**config.mk**
```make
export PLATFORM = sky130hd
export DESIGN_NAME = fifo_lvl
export DESIGN_NICKNAME = d
export VERILOG_FILES = /design/src/rtl/fifo_lvl.sv
export SDC_FILE = /design/constraint.sdc
export NUM_CORES = 1
export LEC_CHECK = 0
export ABC_CLOCK_PERIOD_IN_PS = 6550
export CAP_MARGIN = 15
export CORE_ASPECT_RATIO = 1.2
export CORE_MARGIN = 2
export CORE_UTILIZATION = 37
export CTS_CLUSTER_SIZE = 25
export DETAILED_ROUTE_END_ITERATION = 12
export GPL_ROUTABILITY_DRIVEN = 0
export HOLD_SLACK_MARGIN = 0.02
export PLACE_DENSITY_LB_ADDON = 0.3
export SLEW_MARGIN = 20
export SYNTH_ARGS = -nofsm -noshare
export SYNTH_HDL_FRONTEND = slang
export SYNTH_SLANG_ARGS = --single-unit
export TNS_END_PERCENT = 100
```
**constraint.sdc**
```tcl
create_clock -name clk -period 6.55 [get_ports clk]
set_clock_uncertainty 0.15 [all_clocks]
set_input_delay 1.6375 -clock clk [delete_from_list [all_inputs] [get_ports clk]]
set_output_delay 1.6375 -clock clk [all_outputs]
set_load 0.1 [all_outputs]
```
**src/rtl/fifo_lvl.sv**
```systemverilog
// Synchronous FIFO with fill level, almost-full/empty thresholds, FWFT or registered read, sticky errors.
// Latency: FWFT=1 head word visible the cycle after its write; FWFT=0 read data one cycle after rd_i. Write-on-full accepted only alongside a read.
module fifo_lvl #(
    parameter int DATA_W    = 8,
    parameter int ENTRIES_N = 8,
    parameter int AFULL_TH  = 6,
    parameter int AEMPTY_TH = 2,
    parameter bit FWFT      = 1'b1,
    localparam int AW       = $clog2(ENTRIES_N),
    localparam int CNT_W    = AW + 1
) (
    input  logic              clk,
    input  logic              nreset,
    input  logic              wr_i,
    input  logic [DATA_W-1:0] wr_data_i,
    input  logic              rd_i,
    output logic [DATA_W-1:0] rd_data_o,
    output logic              rd_valid_o,
    output logic              full_o,
    output logic              empty_o,
    output logic              afull_o,
    output logic              aempty_o,
    output logic [CNT_W-1:0]  level_o,
    output logic              ovf_o,
    output logic              udf_o,
    input  logic              clr_err_i
);

    generate
        if (ENTRIES_N < 2 || (ENTRIES_N & (ENTRIES_N - 1)) != 0) begin : g_bad_depth
            $error("fifo_lvl: ENTRIES_N must be a power of 2 and >= 2");
        end
        if (AFULL_TH < 1 || AFULL_TH > ENTRIES_N) begin : g_bad_afull
            $error("fifo_lvl: AFULL_TH out of range");
        end
        if (AEMPTY_TH < 0 || AEMPTY_TH > ENTRIES_N - 1) begin : g_bad_aempty
            $error("fifo_lvl: AEMPTY_TH out of range");
        end
        if (DATA_W < 1) begin : g_bad_width
            $error("fifo_lvl: DATA_W must be >= 1");
        end
    endgenerate

    localparam logic [CNT_W-1:0] ONE      = CNT_W'(1);
    localparam logic [CNT_W-1:0] AFULL_LV = CNT_W'(AFULL_TH);
    localparam logic [CNT_W-1:0] AEMP_LV  = CNT_W'(AEMPTY_TH);
    localparam logic [CNT_W-1:0] WRAP_PAT = {1'b1, {AW{1'b0}}};

    logic [DATA_W-1:0] mem [ENTRIES_N];

    logic [CNT_W-1:0] wr_ptr_q, wr_ptr_d;
    logic [CNT_W-1:0] rd_ptr_q, rd_ptr_d;
    logic [CNT_W-1:0] level_q,  level_d;
    logic             ovf_q,    ovf_d;
    logic             udf_q,    udf_d;

    logic             full, empty;
    logic             rd_acc, wr_acc;
    logic [AW-1:0]    rd_idx, wr_idx;

    assign rd_idx = rd_ptr_q[AW-1:0];
    assign wr_idx = wr_ptr_q[AW-1:0];

    // Pointers differ only in the wrap bit when full; identical when empty.
    assign empty = (wr_ptr_q == rd_ptr_q);
    assign full  = ((wr_ptr_q ^ rd_ptr_q) == WRAP_PAT);

    assign rd_acc = rd_i & ~empty;
    assign wr_acc = wr_i & (~full | rd_acc);

    always_comb begin
        wr_ptr_d = wr_ptr_q;
        rd_ptr_d = rd_ptr_q;
        if (wr_acc) begin
            wr_ptr_d = wr_ptr_q + ONE;
        end
        if (rd_acc) begin
            rd_ptr_d = rd_ptr_q + ONE;
        end
        level_d = level_q + {{AW{1'b0}}, wr_acc} - {{AW{1'b0}}, rd_acc};
        // Set takes priority over a same-cycle clear so no error is lost.
        ovf_d = (wr_i & ~wr_acc) | (ovf_q & ~clr_err_i);
        udf_d = (rd_i & ~rd_acc) | (udf_q & ~clr_err_i);
    end

    always_ff @(posedge clk or negedge nreset) begin
        if (!nreset) begin
            wr_ptr_q <= '0;
            rd_ptr_q <= '0;
            level_q  <= '0;
            ovf_q    <= 1'b0;
            udf_q    <= 1'b0;
        end else begin
            wr_ptr_q <= wr_ptr_d;
            rd_ptr_q <= rd_ptr_d;
            level_q  <= level_d;
            ovf_q    <= ovf_d;
            udf_q    <= udf_d;
        end
    end

    always_ff @(posedge clk) begin
        if (wr_acc) begin
            mem[wr_idx] <= wr_data_i;
        end
    end

    generate
        if (FWFT) begin : g_fwft
            // Storage is never reset, so the head word is masked while empty.
            assign rd_data_o  = empty ? '0 : mem[rd_idx];
            assign rd_valid_o = ~empty;
        end else begin : g_reg
            logic [DATA_W-1:0] rd_data_q;
            logic              rd_valid_q;

            always_ff @(posedge clk or negedge nreset) begin
                if (!nreset) begin
                    rd_data_q  <= '0;
                    rd_valid_q <= 1'b0;
                end else begin
                    rd_valid_q <= rd_acc;
                    if (rd_acc) begin
                        rd_data_q <= mem[rd_idx];
                    end
                end
            end

            assign rd_data_o  = rd_data_q;
            assign rd_valid_o = rd_valid_q;
        end
    endgenerate

    assign full_o   = full;
    assign empty_o  = empty;
    assign afull_o  = (level_q >= AFULL_LV);
    assign aempty_o = (level_q <= AEMP_LV);
    assign level_o  = level_q;
    assign ovf_o    = ovf_q;
    assign udf_o    = udf_q;

endmodule
```
==> metrics.md, run 1 <==
| Metric | Value |
|---|---|
| Wire per inst | `17.5 um` |
| Area share of the largest cell type after synthesis | `56.1%` |
| Vias per inst | `4.97` |
| Main synth FF type | `edfxtp_1` |
| Core area | `9030 um^2` |
| Multi-input combinational cell area | `1070 um^2` |
| Fillcell total | `824` |
| Register area share after synthesis | `66.3%` |
| Worst slack at placement | `1.69 ns` |
| Post_cts resized | `0` |
| All-Layer GR Usage | `13.3%` |
| Final nets | `252` |
| Critical path launch point type | `register` |
| Final core occ | `45.0%` |
| Antenna violations before repair | `0` |
| Number of synthesized flops with an enable pin | `64` |
| Ys async rst share | `17.9%` |
| First DRT Iteration DRCs | `95` |
| Initial core utilization | `37.9%` |
| PortBufs | `31` |
| Fmax | `193 MHz` |
| Max Cap Viol | `0` |
| # H-tree levels | `3` |
| Root Buffer Master | `clkbuf_8` |
| Reg clk slew, reported paths | `0.09 ns` |
| Routed WL | `6200 um` |
| Mean Syn Cell Area | `17.8 um^2` |
| Die W | `91.9 um` |
| CTS Buffer Depth | `2` |
| Synth Register Bits | `78` |
| Worst Path Arrival | `3.40 ns` |
| Synthesized area | `3430 um^2` |
| Setup ws final | `1.36 ns` |
| Final Slew Violations | `0` |
| Setup-failing EPs final | `0` |
| Number of buffers created by CTS | `9` |
| RSZ-0062 raised after global routing | `false` |
| Critical Path RT | `4.76 ns` |
| Max_slew headroom | `33.8%` |
| FF/Latch Area | `2270 um^2` |
| Worst Hold Class | `register to register` |
| Area growth, synth to finish | `18.7%` |
| Syn Inst Count | `193` |
| Vias | `1763` |
| Commonest cells in the netlist | `64 x edfxtp_1, 14 x dfrtp_1, 13 x inv_1` |
| Vias in the first global route | `1769` |
| Critical path fanouts, max | `20` |
| Post-CTS Setup Bufs | `0` |
| Crit end category | `output port` |
| Chip Height | `109 um` |
| Pin slew with the least headroom to its limit | `0.990 ns` |
| Final Critical Period | `5.19 ns` |
| Setup total negative slack | `0 ns` |
| Pin count of the biggest net entering global routing | `21` |
| First-pass iteration count of the detailed router | `4` |
| First-pass GRT wire length | `9640 um` |
| Synth top area cells | `edfxtp_1 56%, dfrtp_1 10%, mux4_1 6.1%` |
| Count leader, synth | `edfxtp_1` |
| GRT overflow | `0` |
| Share of layout cells above drive strength 1 | `17.9%` |
| DPL Wire Length | `3880 um` |
| Biggest area consumer among synthesized cells | `edfxtp_1` |
| Netlist cell types | `39` |
| Critical path type | `register to output port` |
| I/O pin count | `32` |
| Final hold vios | `0` |
| Hold bufs inserted after CTS | `0` |
| Status | `completed` |
| Clock sinks | `78` |
| CTS tree | `done` |
| Rows | `38` |
| Die ar. | `10100 um^2` |
| Antenna Cells | `0` |
| Final ANT Viol Nets | `0` |
| Clk Latency, worst-skew pair | `0.35 ns` |
| Yosys warning count | `0` |
| WHS | `0.381 ns` |
| Tcrit/Tclk final | `79.2%` |
| Syn_nets | `215` |
| Post-route DRC | `0` |
state kept, by name (all words and copies together), names as in the netlist:
register / count
ovf_o: 1
level_o: 4
wr_ptr_q: 4
udf_o: 1
rd_ptr_q: 4
mem: 64
worst max-delay path, stage by stage (launching register included):
cell and delay, ns:
dfrtp_1 0.95, xnor2_4 0.20, nand4b_1 0.24, inv_1 0.43
clkdlybuf4s50_1 1.23
kinds of logic after synthesis:
kind of cell             after synthesis  share of synthesized area, %
flip-flops                            78                          66.3
AND/OR/NAND/NOR                       34                          5.22
multiplexers                          26                          14.4
buffers and inverters                 23                          3.69
AO/OA/AOI/OAI                         13                          3.03
XOR/XNOR                              10                          3.87
adder cells (fa/ha/maj)                9                          3.51
layout by cell type (no fill, tap or decap), drive strengths merged, types with 3 or more instances in the layout:
master         netlist  final
nor3                 3      3
o21ai                3      3
xnor2                8      8
mux4                16     16
nand2                6      6
buf                  9      5
inv                 13     16
mux2i                8      8
edfxtp              64     64
clkdlybuf4s50        0     31
clkbuf               1      9
nor2                12     12
ha                   8      8
dfrtp               14     14
nand3                4      4
nand4                3      3
through the flow:
step / area [um^2] / instances
after floorplan: 3430 / 193
after global placement: 3890 / 339
after detailed placement: 3890 / 339
after CTS: 4070 / 355
after global routing: 4070 / 355
final: 4070 / 355
routing by layer:
metal	vias to the layer above	GRT usage [%]	share of wire [%]
li1	825	-	-
met1	890	16.2	44
met2	41	22.5	51
met3	7	3.70	3.8
met4	0	5.54	1.5
met5	-	0	0
layout make-up:
type,count,share of cell area (%)
Tap cell,120,3.69
Multi-Input combinational cell,92,26.3
Timing Repair Buffer,36,8.55
Inverter,13,1.20
Clock buffer,9,3.05
Sequential cell,78,55.9
Clock inverter,7,1.38
final timing paths:
path | start | to | slack, ns | depth (start not counted)
worst max-delay path | rd_ptr_q[1] | empty_o | 1.36 | 4
worst min-delay path | udf_o | udf_o | 0.38 | 1
worst max register to register | rd_ptr_q[1] | level_o[2] | 3.49 | 9
worst min register to register | udf_o | udf_o | 0.38 | 1
max in group asynchronous | nreset | rd_ptr_q[0] | 4.27 | 1
min in group asynchronous | nreset | wr_ptr_q[3] | 1.54 | 1
Power of run 1 is left out: the tool's default activity adds up to more than one toggle a clock period on the data nets, which glitch-free logic cannot reach.
==> inputs of run 2 (changes only) <==
ABC_CLOCK_PERIOD_IN_PS = 4350   (was 6550)
clock period = 4.35 ns   (was 6.55 ns; I/O delays follow)
==> run 2 against run 1 <==
Against the previous run: core utilization is 0.97 points higher; setup slack got worse by 0.72 ns; first-iteration DRC count down 5.3%; critical path depth up 1; clock-buffer cell count is the same; via count increased by 1.0%; register-to-register slack got worse by 2.2 ns; design area increased by 2.2%.
==> metrics.md, run 2 (same netlist as run 1, synthesis figures left out) <==
| Metric | Value |
|---|---|
| # H-tree levels | `3 (unchanged)` |
| I/O pin count | `32 (unchanged)` |
| Root Buffer Master | `clkbuf_8 (unchanged)` |
| Max Cap Viol | `0 (unchanged)` |
| Pin slew with the least headroom to its limit | `0.982 ns (was 0.990 ns)` |
| Clock sinks | `78 (unchanged)` |
| First-pass GRT wire length | `10400 um (was 9640 um)` |
| Vias per inst | `4.93 (was 4.97)` |
| Crit-path max cell delay | `0.82 ns (was 1.23 ns)` |
| Cell Chain, Critical Path | `xnor2_4 -> nand4b_1 -> inv_1 -> nor2_1 -> buf_4 (was xnor2_4 -> nand4b_1 -> inv_1 -> clkdlybuf4s50_1)` |
| All-Layer GR Usage | `14.5% (was 13.3%)` |
| Worst Path Arrival | `2.46 ns (was 3.40 ns)` |
| Critical path type | `register to output port (unchanged)` |
| Reg clk slew, reported paths | `0.09 ns (about the same)` |
| Setup ws final | `0.650 ns (was 1.36 ns)` |
| Clk Latency, worst-skew pair | `0.35 ns (about the same)` |
| Die ar. | `10100 um^2 (unchanged)` |
| Critical Path RT | `3.11 ns (was 4.76 ns)` |
| Final hold vios | `0 (unchanged)` |
| Wire per inst | `17.7 um (was 17.5 um)` |
| Share of layout cells above drive strength 1 | `24.1% (was 17.9%)` |
| CTS tree | `done (unchanged)` |
| GRT overflow | `0 (unchanged)` |
| Vias | `1781 (was 1763)` |
| CP bufs+invs | `2 (unchanged)` |
| Antenna Cells | `0 (unchanged)` |
| Post_cts resized | `0 (unchanged)` |
| Final ANT Viol Nets | `0 (unchanged)` |
| Final Slew Violations | `0 (unchanged)` |
| Rows | `38 (unchanged)` |
| Chip Height | `109 um (unchanged)` |
| Vias in the first global route | `1910 (was 1769)` |
| Crit end category | `output port (unchanged)` |
| First-pass iteration count of the detailed router | `4 (unchanged)` |
| Number of buffers created by CTS | `9 (unchanged)` |
| Core area | `9030 um^2 (unchanged)` |
| Routed WL | `6390 um (was 6200 um)` |
| First DRT Iteration DRCs | `90 (was 95)` |
| Fmax | `270 MHz` |
| Critical path fanouts, max | `11 (was 20)` |
| PortBufs | `31 (unchanged)` |
| Worst slack at placement | `1.00 ns (was 1.69 ns)` |
| Post-DP Area | `3930 um^2 (was 3890 um^2)` |
| Critical path launch point type | `register (unchanged)` |
| Max_slew headroom | `34.3% (was 33.8%)` |
| Initial core utilization | `37.9% (unchanged)` |
| Hold bufs inserted after CTS | `0 (unchanged)` |
| Post-CTS Setup Bufs | `0 (unchanged)` |
| Post-route DRC | `0 (unchanged)` |
| Final nets | `258 (was 252)` |
| Most frequent cells in the layout | `64 x edfxtp_1, 20 x buf_4, 19 x clkdlybuf4s50_1 (was 64 x edfxtp_1, 31 x clkdlybuf4s50_1, 14 x dfrtp_1)` |
| Area growth, synth to finish | `21.2% (was 18.7%)` |
| Post-layout instance area | `4160 um^2 (was 4070 um^2)` |
| Die W | `91.9 um (unchanged)` |
| Biggest register | `mem (unchanged)` |
| WHS | `0.370 ns (was 0.381 ns)` |
| Final Critical Period | `3.70 ns` |
| Setup-failing EPs final | `0 (unchanged)` |
| Slowest-stage cell, CP | `dfrtp_1 (was clkdlybuf4s50_1)` |
| CTS Buffer Depth | `2 (unchanged)` |
| Setup total negative slack | `0 ns (unchanged)` |
| DPL Wire Length | `4060 um (was 3880 um)` |
| RSZ-0062 raised after global routing | `false (unchanged)` |
| Antenna violations before repair | `0 (unchanged)` |
| Max reg flops | `64 (unchanged)` |
| Worst Hold Class | `register to register (unchanged)` |
| Status | `completed (unchanged)` |
| Pin count of the biggest net entering global routing | `20 (was 21)` |
| Crit-path leading delay family | `flip-flops (was buffers and inverters)` |
| Tcrit/Tclk final | `85.1%` |
| Commonest non-fill, non-tap cell in the layout | `edfxtp_1 (unchanged)` |
run 2: cell count changes in the layout (fill, tap and decap cells not counted), moves of 3 or more:
cell / change
buf_4: +15
clkdlybuf4s50_1: -12
buf_12: +3
nor3_1: +3
nor3_2: -3
run 2: final cells by class:
type	instances	area, um^2
Clock buffer	9	124
Clock inverter	7	106
Fill cell	819	4880
Inverter	13	48.8
Multi-Input combinational cell	92	1050
Sequential cell	78	2270
Tap cell	120	150
Timing Repair Buffer	42	400
run 2: stage by stage:
| stage | std cells | utilization, % |
|---|---|---|
| 2_1_floorplan | 193 | - |
| 3_3_place_gp | 345 | 43.4 |
| 3_5_place_dp | 345 | 43.4 |
| 4_1_cts | 361 | 46.0 |
| 5_1_grt | 361 | 46.0 |
| 6_report | 361 | 46.0 |
run 2: worst paths after layout:
path	from	to	slack (ns)	depth (start not counted)
worst min register to register	ovf_o	ovf_o	0.37	1
worst max register to register	rd_ptr_q[0]	level_o[2]	1.34	9
worst max-delay path	rd_ptr_q[0]	rd_data_o[6]	0.65	5
max in group asynchronous	nreset	level_o[2]	2.62	1
worst min-delay path	ovf_o	ovf_o	0.37	1
min in group asynchronous	nreset	ovf_o	0.99	1
run 2: per-layer routing:
metal | vias up | global-route usage, % | part of all wire (%)
met5 | - | 0 | 0
met4 | 0 | 6.61 | 1.7
met3 | 9 | 3.02 | 2.5
met2 | 27 | 25.6 | 53
met1 | 905 | 17.2 | 42
li1 | 840 | - | -
Power of run 2 is left out for the same reason.
==> edit 1, RTL diff (config.mk and constraints of run 1) <==
Make the reset (`nreset`) synchronous in 2 clocked blocks.
--- a/src/rtl/fifo_lvl.sv
+++ b/src/rtl/fifo_lvl.sv
@@ -85,3 +85,3 @@
 
-    always_ff @(posedge clk or negedge nreset) begin
+    always_ff @(posedge clk) begin
         if (!nreset) begin
@@ -116,3 +116,3 @@
 
-            always_ff @(posedge clk or negedge nreset) begin
+            always_ff @(posedge clk) begin
                 if (!nreset) begin
Check against the original RTL: differs if nreset is asserted again (counterexample within 4 cycles, from zero or initial values and one cycle with nreset low); with nreset held inactive, the same outputs for 10 cycles.
==> edit 1 against run 1 <==
  * Final area grew 1.4%
  * Largest cell class unchanged
  * Register-to-register slack gained 0.11 ns
  * Count of clock-buffer cells in the layout grew 1
  * Worst hold slack lost 0.036 ns
  * Highest routed layer unchanged
  * Via count grew 2.4%
  * Routed wire length shrank 1.7%
  * Area after synthesis grew 0.55%
  * Worst setup slack gained 0.31 ns
  * Critical path depth is the same
  * Sequential cell count grew 3
==> edit 1: results (changes against run 1) <==
- Vias in the first global route: 1,848 (+4.5%)
- H-tree lvl count: 3 (unchanged)
- Total global routing track utilization: 0.134 (+0.000678)
- Nets in the synthesized netlist: 235 (+9.3%)
- EDFF count, synth: 64 (unchanged)
- Run status: finished, final reports clean
- Switching power share of the total: 0.392
- Cell types with the largest area share after synthesis: edfxtp_1 56%, mux4_2 10%, dfxtp_1 9.9%
- Largest fanout of any net on the critical path: 11 (-45%)
- Setup fix buffers added after clock tree synthesis: 0 (unchanged)
- Largest voltage drop on the vdd net: 0.000260 V
- Class of the worst hold path: flop to flop
- Async set-reset flop share out of synthesis: 0 (-0.179)
- Global-route wire length before repair: 9820 µm (+1.9%)
- Number of flip-flops under the largest register name: 64 (unchanged)
- Number of nets in the finished design: 269 (+6.7%)
- Ranking of synthesized cells by instance count: 64 x edfxtp_1, 17 x dfxtp_1, 16 x mux4_2
- Buffer cell driving the clock tree root: clkbuf_8
- Drt via density: 4.85 (-2.2%)
- Count of cells resized by post-cts repair: 0 (unchanged)
- CTS buffer count: 9 (unchanged)
- Largest net degree at the start of global routing: 21 (unchanged)
- Slowest cell on crit path: clkdlybuf4s50_1
- Iter 0 DRT Violations: 124 (+31%)
- Clock slew seen by the registers of the worst setup and hold paths: 0.08 ns
- Sequential element share of the synthesized area: 0.656 (-0.00652)
- Count of different cell masters after synthesis: 37 (-5.1%)
- Count of antenna diodes in the layout: 0 (unchanged)
- Setup violators final: 0 (unchanged)
- Post-detailed-placement cell area: 0.00393 mm² (+1.1%)
- Fillcell total: 821 (-0.36%)
- Tightest Pin Transition: 0.973 ns (-0.0173 ns)
- WL final: 6100 µm (-1.7%)
- Largest Register: mem
- Half-perimeter wire length after detailed placement: 3880 µm (about the same)
- Detailed Routing Iterations Pass 1: 4 (unchanged)
- Fraction of final layout cells sized beyond drive strength 1: 0.171 (-0.00809)
- Largest stage delay on the critical path: 1.16 ns (-0.07 ns)
- Count of input and output buffers: 31 (unchanged)
- Placement-stage worst setup slack: 2.10 ns (+0.411 ns)
- Antenna violations before repair: 0 (unchanged)
edit 1: cell families (layout without fill, tap and decap cells):
logic type      count (synthesis)  in the layout  synth area share
compound gates                 15             15            0.0421
xor+xnor                       10             10            0.0276
fa+ha+maj                       9              9            0.0349
buf+inv                        26             65            0.0327
flops                          81             81             0.656
mux                            29             29             0.142
simple gates                   43             43            0.0639
edit 1: layout make-up:
class / count / share of cell area
clock buffer: 10 / 0.0309
sequential: 81 / 0.548
timing repair buffer: 34 / 0.0807
tap: 120 / 0.0364
inverter: 15 / 0.0136
multi-input combinational: 106 / 0.276
clock inverter: 6 / 0.0143
edit 1: power by group through the flow:
stage / Sequential [mW] / Combinational [mW] / Clock, mW
2_1_floorplan: 0.670 / 0.390 / 0
3_3_place_gp: 0.620 / 0.564 / 0
3_5_place_dp: 0.621 / 0.570 / 0
4_1_cts: 0.609 / 0.572 / 0.353
5_1_grt: 0.614 / 0.597 / 0.376
6_report: 0.609 / 0.567 / 0.344
edit 1: per-layer routing:
metal	track usage	wire [µm]	vias to the layer above	part of all wire
met5	0	0	-	0
met4	0.0608	111	0	0.018
met3	0.0233	167	10	0.027
met2	0.215	2970	32	0.49
met1	0.179	2850	896	0.47
li1	-	-	868	-
edit 1: final timing paths:
check / slack (ns) / cells past startpoint / end / start
max: 1.67 / 4 / empty_o / wr_ptr_q[2]$_SDFFE_PN0P_
min: 0.34 / 2 / wr_ptr_q[3]$_SDFFE_PN0P_ / wr_ptr_q[3]$_SDFFE_PN0P_
max reg2reg: 3.60 / 8 / level_o[2]$_SDFF_PN0_ / wr_ptr_q[2]$_SDFFE_PN0P_
min reg2reg: 0.34 / 2 / wr_ptr_q[3]$_SDFFE_PN0P_ / wr_ptr_q[3]$_SDFFE_PN0P_
edit 1: worst min-delay path: stages, from the launching register on:
cell,delay (ns)
dfxtp_1,0.34
nand2_1,0.06
mux2i_1,0.05
edit 1: through the flow:
stage          hold slack, ns  cells  power [mW]  utilization
3_3_place_gp            0.330    356        1.18        0.433
4_1_cts                 0.355    372        1.53        0.456
3_5_place_dp            0.341    356        1.19        0.435
2_1_floorplan           0.304    213        1.06            -
6_report                0.345    372        1.52        0.457
5_1_grt                 0.380    372        1.59        0.457
==> edit 2, RTL diff (config.mk and constraints of run 1) <==
Without the edit above. Change the parameter `FWFT` from 1'b1 to 1'b0.
--- a/src/rtl/fifo_lvl.sv
+++ b/src/rtl/fifo_lvl.sv
@@ -7,3 +7,3 @@
     parameter int AEMPTY_TH = 2,
-    parameter bit FWFT      = 1'b1,
+    parameter bit FWFT      = 1'b0,
     localparam int AW       = $clog2(ENTRIES_N),
Formal check against the unedited RTL: not equivalent (Yosys sat finds a counterexample within 4 cycles, from zero or initial values and one cycle with nreset low).
==> edit 2 against run 1 <==
  * Area after synthesis increased by 7.2%
  * Worst setup slack gained 0.41 ns
  * Routed wire length increased by 5.2%
  * Final area is 8.5% higher
  * Register-to-register slack better by 0.17 ns
  * Largest cell class unchanged
  * Sequential cell count up 9
Power is left out: the tool's default activity adds up to more than one toggle a clock period on the data nets, which glitch-free logic cannot reach.
==> edit 2: results (changes against run 1) <==
- Run status: finished, final reports clean
- Number of nets in the finished design: 265 (+5.2%)
- Worst reg2reg path depth: 4 (-5)
- Ranking of synthesized cells by instance count: 64 x edfxtp_1, 23 x dfrtp_1, 13 x inv_1
- Count of antenna diodes in the layout: 0 (unchanged)
- Nets in the synthesized netlist: 230 (+7.0%)
- Global-route wire length before repair: 10,600 µm (+10%)
- Fraction of final layout cells sized beyond drive strength 1: 0.181 (+0.00273)
- Largest net degree at the start of global routing: 24 (+14%)
- Fillcell total: 822 (-0.24%)
- Synth Flop Type: edfxtp_1
- Largest stage delay on the critical path: 1.13 ns (-0.10 ns)
- Largest Register: mem
- Clock latency on the worst-skew pair: 0.32 ns (-0.03 ns)
- Number of flip-flops under the largest register name: 64 (unchanged)
- Async set-reset flop share out of synthesis: 0.264 (+0.0849)
- Max-slew headroom: 0.344 (+0.00647)
- Half-perimeter wire length after detailed placement: 4120 µm (+6.3%)
- Average wire per standard cell: 17.6 µm (+0.64%)
- Vias in the first global route: 1,981 (+12%)
- H-tree lvl count: 3 (unchanged)
- Total global routing track utilization: 0.135 (+0.00241)
- Placed insts: 355 (+4.7%)
- Iter 0 DRT Violations: 81 (-15%)
- Gate Count Post-Synth: 208 (+7.8%)
- Count of different cell masters after synthesis: 41 (+5.1%)
- Largest delay share family, worst path: buffers and inverters
- Clock slew seen by the registers of the worst setup and hold paths: 0.06 ns (-0.03 ns)
- Count of placed standard cells in the final layout, fillers left out: 371 (+4.5%)
- Number of buffers on the longest clock path: 2 (unchanged)
- Via count: 1,824 (+3.5%)
- Sequential element share of the synthesized area: 0.680 (+0.0166)
- Buffer cell driving the clock tree root: clkbuf_16
- Cell types with the largest area share after synthesis: edfxtp_1 52%, dfrtp_1 16%, mux4_2 7.4%
- Count of cells resized by post-cts repair: 0 (unchanged)
[edit 2: final timing paths]
kind	slack, ns	from	to
worst max register to register	3.66	rd_ptr_q[1]$_DFFE_PN0N_	mem[3][1]$_DFFE_PP_
worst max-delay path	1.78	rd_ptr_q[1]$_DFFE_PN0N_	full_o
worst min register to register	0.34	ovf_o$_DFF_PN0_	ovf_o$_DFF_PN0_
max in group asynchronous	4.45	nreset	rd_data_o[5]$_DFFE_PN0N_
worst min-delay path	0.34	ovf_o$_DFF_PN0_	ovf_o$_DFF_PN0_
min in group asynchronous	1.53	nreset	wr_ptr_q[2]$_DFFE_PN0P_
[edit 2: logic make-up (layout without fill, tap and decap cells)]
family,after synthesis,count (layout),synth area share
AOI/OAI and AO/OA,20,20,0.0402
xor gates and xnor gates,13,13,0.0422
adders and majority gates,9,9,0.0327
buffers and inverters,24,64,0.0351
DFF,87,87,0.680
muxes,26,26,0.130
and+or+nand+nor,29,29,0.0402
[edit 2: cell type report]
cell class              instances  area share
clock buffers                  11      0.0528
clock inverters                 5      0.0130
multi-input cells              97       0.245
inverters                      13      0.0111
flip-flops and latches         87       0.566
well taps                     123      0.0349
repair buffers                 35      0.0771
[edit 2: per-stage QoR]
| stage | area [µm²] | setup slack, ns |
|---|---|---|
| global placement | 4120 | 2.11 |
| detailed placement | 4120 | 2.08 |
| floorplan | 3670 | 1.49 |
| global route | 4410 | 1.63 |
| CTS | 4410 | 1.71 |
| finish | 4410 | 1.78 |
[edit 2: per-layer routing]
| metal | part of all wire | vias to the layer above | GRT usage |
|---|---|---|---|
| li1 | - | 853 | - |
| met1 | 0.43 | 924 | 0.164 |
| met2 | 0.53 | 42 | 0.238 |
| met3 | 0.035 | 5 | 0.0333 |
| met4 | 0.0097 | 0 | 0.0386 |
| met5 | 0 | - | 0 |
